File: src/rtl/toy_pack.sv
// Shared rename-stage constants and the recovery FSM state encoding.
package toy_pack;

  localparam int PHY_REG_ID_WIDTH = 7;
  localparam int DEF_ARCH_REG_NUM = 32;

  typedef enum logic [1:0] {
    IDLE,
    SETTLE,
    COPY,
    DONE
  } recover_state_e;

endpackage

File: src/rtl/toy_rename_recover_slice.sv
// Picks RESTORE_PER_CYCLE consecutive entries from a flat committed map.
// In INT mode arch register 0 is forced to phy 0.
module toy_rename_recover_slice
  import toy_pack::*;
#(
  parameter int ARCH_REG_NUM      = DEF_ARCH_REG_NUM,
  parameter int RESTORE_PER_CYCLE = 8,
  parameter bit IS_INT            = 1'b1
) (
  input  logic [ARCH_REG_NUM*PHY_REG_ID_WIDTH-1:0]      map,
  input  logic [$clog2(ARCH_REG_NUM)-1:0]               base_idx,
  input  logic                                          en,
  output logic [RESTORE_PER_CYCLE*PHY_REG_ID_WIDTH-1:0] data
);

  localparam int IDX_W = $clog2(ARCH_REG_NUM);

  for (genvar gi = 0; gi < RESTORE_PER_CYCLE; gi++) begin : g_lane
    logic [IDX_W-1:0] idx;
    logic             force_zero;

    assign idx        = base_idx + IDX_W'(gi);
    assign force_zero = !en || (IS_INT && (idx == '0));
    assign data[gi*PHY_REG_ID_WIDTH +: PHY_REG_ID_WIDTH] =
      force_zero ? '0 : map[idx*PHY_REG_ID_WIDTH +: PHY_REG_ID_WIDTH];
  end

endmodule

File: src/rtl/toy_rename_recover_ctrl.sv
// Restores the speculative RAT from the committed map after a flush, one group per cycle.
// Optional TOY_RECOVER_PERF_CNT_EN adds a saturating busy-cycle counter output.
module toy_rename_recover_ctrl
  import toy_pack::*;
#(
  parameter int ARCH_REG_NUM      = DEF_ARCH_REG_NUM,
  parameter int RESTORE_PER_CYCLE = 8
) (
  input  logic                                          clk,
  input  logic                                          rst_n,
  input  logic                                          flush_req,
  input  logic                                          commit_active,
  input  logic [ARCH_REG_NUM*PHY_REG_ID_WIDTH-1:0]      int_backup_phy_id,
  input  logic [ARCH_REG_NUM*PHY_REG_ID_WIDTH-1:0]      fp_backup_phy_id,
  output logic                                          rat_wr_en,
  output logic [$clog2(ARCH_REG_NUM)-1:0]               rat_wr_base_idx,
  output logic [RESTORE_PER_CYCLE*PHY_REG_ID_WIDTH-1:0] rat_wr_int_data,
  output logic [RESTORE_PER_CYCLE*PHY_REG_ID_WIDTH-1:0] rat_wr_fp_data,
  output logic                                          recover_busy,
  output logic                                          recover_done
`ifdef TOY_RECOVER_PERF_CNT_EN
  ,
  output logic [31:0]                                   recover_cycle_cnt
`endif
);

  localparam int N     = ARCH_REG_NUM / RESTORE_PER_CYCLE;
  localparam int GRP_W = (N > 1) ? $clog2(N) : 1;
  localparam int IDX_W = $clog2(ARCH_REG_NUM);

  recover_state_e   state_reg;
  logic [GRP_W-1:0] grp_cnt_reg;
  logic             copy_active;

  // Any flush restarts from SETTLE so a partially written RAT is rewritten in full.
  always_ff @(posedge clk or negedge rst_n) begin
    if (!rst_n) begin
      state_reg   <= IDLE;
      grp_cnt_reg <= '0;
    end else if (flush_req) begin
      state_reg   <= SETTLE;
      grp_cnt_reg <= '0;
    end else begin
      case (state_reg)
        SETTLE: begin
          state_reg   <= COPY;
          grp_cnt_reg <= '0;
        end
        COPY: begin
          grp_cnt_reg <= grp_cnt_reg + 1'b1;
          if (grp_cnt_reg == GRP_W'(N - 1)) state_reg <= DONE;
        end
        default: state_reg <= IDLE;
      endcase
    end
  end

  assign copy_active     = (state_reg == COPY);
  assign rat_wr_en       = copy_active;
  assign recover_busy    = (state_reg != IDLE);
  assign recover_done    = (state_reg == DONE);
  assign rat_wr_base_idx = copy_active ?
                           IDX_W'(int'(grp_cnt_reg) * RESTORE_PER_CYCLE) : '0;

  toy_rename_recover_slice #(
    .ARCH_REG_NUM      (ARCH_REG_NUM),
    .RESTORE_PER_CYCLE (RESTORE_PER_CYCLE),
    .IS_INT            (1'b1)
  ) u_int_slice (
    .map      (int_backup_phy_id),
    .base_idx (rat_wr_base_idx),
    .en       (copy_active),
    .data     (rat_wr_int_data)
  );

  toy_rename_recover_slice #(
    .ARCH_REG_NUM      (ARCH_REG_NUM),
    .RESTORE_PER_CYCLE (RESTORE_PER_CYCLE),
    .IS_INT            (1'b0)
  ) u_fp_slice (
    .map      (fp_backup_phy_id),
    .base_idx (rat_wr_base_idx),
    .en       (copy_active),
    .data     (rat_wr_fp_data)
  );

`ifdef TOY_RECOVER_PERF_CNT_EN
  always_ff @(posedge clk or negedge rst_n) begin
    if (!rst_n) begin
      recover_cycle_cnt <= '0;
    end else if (recover_busy && (recover_cycle_cnt != '1)) begin
      recover_cycle_cnt <= recover_cycle_cnt + 32'd1;
    end
  end
`endif

`ifndef SYNTHESIS
  // Commits must be quiesced while the backup map is being copied.
  commit_in_copy_a: assert property (@(posedge clk) disable iff (!rst_n)
    !(copy_active && commit_active));
`endif

endmodule

File: config.mk
export PLATFORM = sky130hd
export DESIGN_NAME = toy_rename_recover_ctrl
export DESIGN_NICKNAME = d
export VERILOG_FILES = /design/src/rtl/toy_pack.sv /design/src/rtl/toy_rename_recover_slice.sv /design/src/rtl/toy_rename_recover_ctrl.sv
export SDC_FILE = /design/constraint.sdc
export NUM_CORES = 1
export LEC_CHECK = 0
export ABC_CLOCK_PERIOD_IN_PS = 4050
export CAP_MARGIN = 15
export CORE_AREA = 2 2 225 227
export DETAILED_ROUTE_END_ITERATION = 16
export DIE_AREA = 0 0 227 229
export MAX_ROUTING_LAYER = met4
export SLEW_MARGIN = 40
export SYNTH_ARGS = -nofsm -noshare
export SYNTH_HDL_FRONTEND = slang
export SYNTH_SLANG_ARGS = --single-unit
File: constraint.sdc
create_clock -name clk -period 4.05 [get_ports clk]
set_clock_uncertainty 0.1 [all_clocks]
set_input_delay 0.81 -clock clk [delete_from_list [all_inputs] [get_ports clk]]
set_output_delay 0.81 -clock clk [all_outputs]
set_load 0.005 [all_outputs]
==> results of run 1 <==
metal layers:
layer | share of wire | wire length, um | up-vias | global-route usage
met3 | 0.077 | 2480 | 40 | 0.0172
li1 | - | - | 3402 | -
met1 | 0.41 | 13400 | 3313 | 0.133
met2 | 0.48 | 15600 | 416 | 0.207
met4 | 0.032 | 1040 | 0 | 0.0349
met5 | 0 | 0 | - | -
worst min-delay path by stage:
stage | startpoint | end | slack [ns] | cells past startpoint
4_1_cts | state_reg[0] | state_reg[0] | 0.48 | 1
2_1_floorplan | rst_n | grp_cnt_reg[0] | 0.41 | 0
6_report | state_reg[0] | state_reg[0] | 0.48 | 1
3_5_place_dp | state_reg[0] | state_reg[0] | 0.47 | 1
3_3_place_gp | state_reg[0] | state_reg[0] | 0.44 | 1
5_1_grt | state_reg[0] | state_reg[0] | 0.50 | 1
metrics by stage:
stage | utilization | area (sq um)
6_report | 0.212 | 10500
5_1_grt | 0.212 | 10500
4_1_cts | 0.212 | 10500
3_5_place_dp | 0.210 | 10400
3_3_place_gp | 0.210 | 10400
2_1_floorplan | - | 4060
power by group:
group,leakage (nW),total [mW],switching (mW),internal [mW]
Clock,0.0382,0.160,0.0294,0.130
Combinational,3.52,1.20,0.449,0.748
Sequential,0.0500,0.0602,0.0140,0.0462
Total,3.61,1.42,0.492,0.924
layout make-up:
cell class / instances / area (sq um)
Clock buffer: 4 / 78.8
Multi-Input combinational cell: 578 / 3560
Fill cell: 5623 / 39100
Sequential cell: 4 / 104
Antenna cell: 2 / 5.00
Tap cell: 672 / 841
Timing Repair Buffer: 586 / 5910
Inverter: 4 / 17.5
worst register-to-register path, delay by kind of cell (launching register included):
family | cells | cell delay, ns
AO/OA/AOI/OAI | 1 | 0.28
buffers and inverters | 2 | 0.37
adder cells (fa/ha/maj) | 1 | 0.31
flip-flops | 1 | 0.41
AND/OR/NAND/NOR | 2 | 0.36
logic make-up after synthesis:
group / share of synthesized area
buffers and inverters: 0.104
other: 0.000926
DFF: 0.0247
and+or+nand+nor: 0.215
muxes: 0.314
AOI/OAI and AO/OA: 0.322
adders and majority gates: 0.0185
Yosys cell counts, types with 4 or more instances:
library cell / number / area (sq um)
buf_1: 6 / 22.5
mux2_2: 51 / 574
mux2_1: 61 / 687
nand2_1: 214 / 803
a31oi_1: 105 / 657
clkbuf_1: 36 / 135
o21ai_1: 69 / 345
o21ai_0: 36 / 180
ha_1: 6 / 75.1
buf_4: 5 / 37.5
o221ai_1: 7 / 61.3
buf_6: 10 / 113
nor2_1: 9 / 33.8
a21oi_1: 9 / 45.0
buf_2: 20 / 100
dfrtp_1: 4 / 100
==> out/results.tsv, run 1 <==
metric	value	unit
final setup margin	0.233	ns
DP Wirelength	27500	um
Core ar.	0.0497	sq mm
global-route wire length before repair	43900	um
I/O pin total	572	
startpoint types	flop	
final slew viol count	0	
total number of vias	7171	
setup TNS	0	ns
Setup Crit Path Kind	reg2out	
reg2reg end	state_reg[0]	
Placed Cells	1844	
WP buf/inv	4	
outcome	finished clean	
routed len/inst	17.5	um
minimum clock period	3.82	ns
WP depth	8	
Lkg Pwr	3.61	nW
power per cell area	135	mW/mm^2
CP endpoint	rat_wr_int_data[34]	
Rel. slew slack	0.534	
CTS Buf Count	3	
Setup Buffers After CTS	0	
R2R cell count	6	
First-pass DRT Iterations	5	
Die Ht	229	um
reg-to-reg slack, setup	2.11	ns
clk_lat worst skew	0.23	ns
worst vdd ir	117	uV
vias per inst	3.88	
Synth Register Bits	4	
Crit. End Element	output pin	
largest buffer count on any clock path	2	
max_cap viols	0	
Clock Root Buffer	clkbuf_16	
Worst EP arrival	2.91	ns
Total Routed Length	32500	um
Port Buf Inserts	567	
pre-CTS WS	0.546	ns
Slew @ Worst Pin	0.699	ns
crit path from	state_reg[0]	
Final GP Congestion	0.932	
initial antenna violation count	2	
Crit path required time	3.14	ns
final hold slack	0.480	ns
FF-to-FF Start	state_reg[0]	
Post-CTS Hold Buffers	0	
crit-path max FO	81	
GRT Overall Usage	0.116	
nets@finish	1635	
worst path cell trace	inv_1, ha_1, buf_4, nand2_4, buf_12, o21ai_0, a31oi_1, clkdlybuf4s50_1	
Largest stage delay, worst path	0.63	ns
Syn Std Cell Area	0.00405	sq mm
Worst-path clk slew	0.03	ns
top_reg_cell synth	dfrtp_1	
Synth cell types	26	
fmax	262	MHz
setup violators final	0	
Final Hold Fails	0	
Antenna Nets Post-Route	0	
async set or reset register ratio after synthesis	1.00	
commonest cells after routing, fill and taps aside	560 x clkdlybuf4s50_1, 213 x nand2_1, 105 x a31oi_1, 69 x o21ai_1, 61 x mux2_1	
EDFF count, synth	0	
die area	0.0520	sq mm
Worst path top cell family by delay	buffers and inverters	
fin crit share	0.943	
post-CTS sizing	0	
most common cell after layout, fill and taps aside	clkdlybuf4s50_1	
worst min-delay path class	reg2reg	
CTS tree	built	
Slowest-stage cell, CP	clkdlybuf4s50_1	
# clock sinks	4	
Starting Density	0.0815	
Die Wd	227	um
gr ovfl total	0	
sequential-to-total area share from yosys stat	0.0247	
detailed-route DRC error count	0	
Syn. warnings	0	
Non-Filler Instances	1850	
Cell Rows	82	
H-tree Lvls	1	
layout cells sized above 1	0.0723	
Pwr Total	1.42	mW
number of global-route vias before repair	7225	
largest net degree at the start of global routing	82	
P&R area growth vs syn	160	%
Synth Area per Inst	6.13	sq um
drt initial violations	298	
Post-Syn Instances	661	
RSZ-0062 raised after global routing	false	
(Power assumes the default switching activity.)
==> run 2, diff against run 1 <==
--- a/config.mk
+++ b/config.mk
@@ -6,10 +6,9 @@
 export NUM_CORES = 1
 export LEC_CHECK = 0
 export ABC_CLOCK_PERIOD_IN_PS = 4050
-export CAP_MARGIN = 15
-export CORE_AREA = 2 2 225 227
+export CORE_AREA = 2 2 223 225
 export DETAILED_ROUTE_END_ITERATION = 16
-export DIE_AREA = 0 0 227 229
+export DIE_AREA = 0 0 225 227
 export MAX_ROUTING_LAYER = met4
 export SLEW_MARGIN = 40
 export SYNTH_ARGS = -nofsm -noshare
==> out/results.tsv, run 2 (same netlist as run 1, synthesis figures left out) <==
metric	value	unit	change
Setup Buffers After CTS	0		unchanged
Crit. End Element	output pin		
Total Routed Length	32100	um	-0.96%
setup violators final	0		unchanged
startpoint types	flop		
largest buffer count on any clock path	2		unchanged
vias per inst	3.96		+2.1%
commonest cells after routing, fill and taps aside	559 x clkdlybuf4s50_1, 213 x nand2_1, 105 x a31oi_1, 69 x o21ai_1, 61 x mux2_1		
clk_lat worst skew	0.22	ns	about the same
Cell Rows	81		-1.2%
reg-to-reg slack, setup	2.22	ns	+0.11 ns
most common cell after layout, fill and taps aside	clkdlybuf4s50_1		
detailed-route DRC error count	0		unchanged
Final GP Congestion	0.839		-10%
CTS Buf Count	3		unchanged
worst vdd ir	170	uV	+45%
Clock Root Buffer	clkbuf_16		
Placed Cells	1794		-2.7%
power per cell area	134	mW/mm^2	-0.71%
CP endpoint	rat_wr_fp_data[45]		
P&R area growth vs syn	160	%	
Hold Crit Start	state_reg[0]		
Lkg Pwr	3.63	nW	+0.43%
largest net degree at the start of global routing	104		+27%
# clock sinks	4		unchanged
WHS Path Cells	1		unchanged
drt initial violations	243		-18%
nets@finish	1635		unchanged
setup TNS	0	ns	unchanged
initial antenna violation count	4		+2
Crit path required time	3.14	ns	about the same
H-tree Lvls	1		unchanged
Worst EP arrival	2.81	ns	-0.10 ns
crit path from	state_reg[0]		
Die Ht	227	um	-0.87%
routed len/inst	17.8	um	+1.6%
FF-to-FF Start	state_reg[0]		
minimum clock period	3.72	ns	-0.0953 ns
DP Wirelength	27200	um	-1.1%
Core ar.	0.0485	sq mm	-2.2%
Post-CTS Hold Buffers	0		unchanged
Non-Filler Instances	1803		-2.5%
I/O pin total	572		unchanged
GRT Overall Usage	0.116		+0.000355
dpl cell area	0.0104	sq mm	about the same
Worst-path clk slew	0.03	ns	about the same
final slew viol count	0		unchanged
layout cells sized above 1	0.0731		+0.000850
reg2reg end	state_reg[0]		
number of global-route vias before repair	7122		-1.4%
RSZ-0062 raised after global routing	false		
Final Instance Area	0.0105	sq mm	+0.17%
fmax	269	MHz	+2.6%
post-CTS sizing	0		unchanged
max_cap viols	0		unchanged
Final Hold Fails	0		unchanged
CTS tree	built		
fin crit share	0.919		-0.0235
global-route wire length before repair	43300	um	-1.2%
R2R cell count	6		unchanged
Port Buf Inserts	567		unchanged
Die Wd	225	um	-0.88%
Antenna Nets Post-Route	0		unchanged
First-pass DRT Iterations	4		-1
Starting Density	0.0834		+0.00187
worst min-delay path class	reg2reg		
Setup Crit Path Kind	reg2out		
gr ovfl total	0		unchanged
die area	0.0511	sq mm	-1.7%
outcome	finished clean		
crit-path max FO	60		-26%
total number of vias	7139		-0.45%
## run 2: layout make-up
cell class	count	area, sq um
Fill cell	5423	38000
Timing Repair Buffer	586	5990
Multi-Input combinational cell	578	3560
Tap cell	622	778
Sequential cell	4	104
Clock buffer	4	78.8
Inverter	4	17.5
Antenna cell	5	12.5
## run 2: critical path: stages (launching register included)
cell	delay, ns
dfrtp_1	0.38
inv_1	0.12
ha_1	0.26
buf_4	0.21
nand2_4	0.12
buf_12	0.22
buf_4	0.26
o21ai_1	0.09
a31oi_1	0.26
clkdlybuf4s50_1	0.60
## run 2: worst min-delay path by stage
stage,endpoint,slack (ns)
after floorplan,grp_cnt_reg[0],0.41
after global placement,state_reg[0],0.44
after detailed placement,state_reg[0],0.46
after CTS,state_reg[0],0.46
after global routing,state_reg[0],0.49
final,state_reg[0],0.46
## run 2: where the power goes
group	switching, mW	leakage, nW	internal, mW
registers	0.00893	0.0500	0.0462
logic	0.439	3.54	0.757
clock network	0.0280	0.0382	0.130
## run 2: routing by layer
layer	vias up	wire (um)	GRT usage
li1	3403	-	-
met1	3300	12800	0.130
met2	412	15700	0.210
met3	24	2860	0.0275
met4	0	749	0.0269
met5	-	0	-
## run 2: stage by stage
step,setup slack [ns],hold slack [ns],utilization,power (mW)
2_1_floorplan,1.63,0.414,-,0.459
3_3_place_gp,0.617,0.435,0.215,1.26
3_5_place_dp,0.554,0.458,0.215,1.26
4_1_cts,0.322,0.461,0.217,1.43
5_1_grt,0.140,0.492,0.217,1.51
6_report,0.328,0.459,0.217,1.41
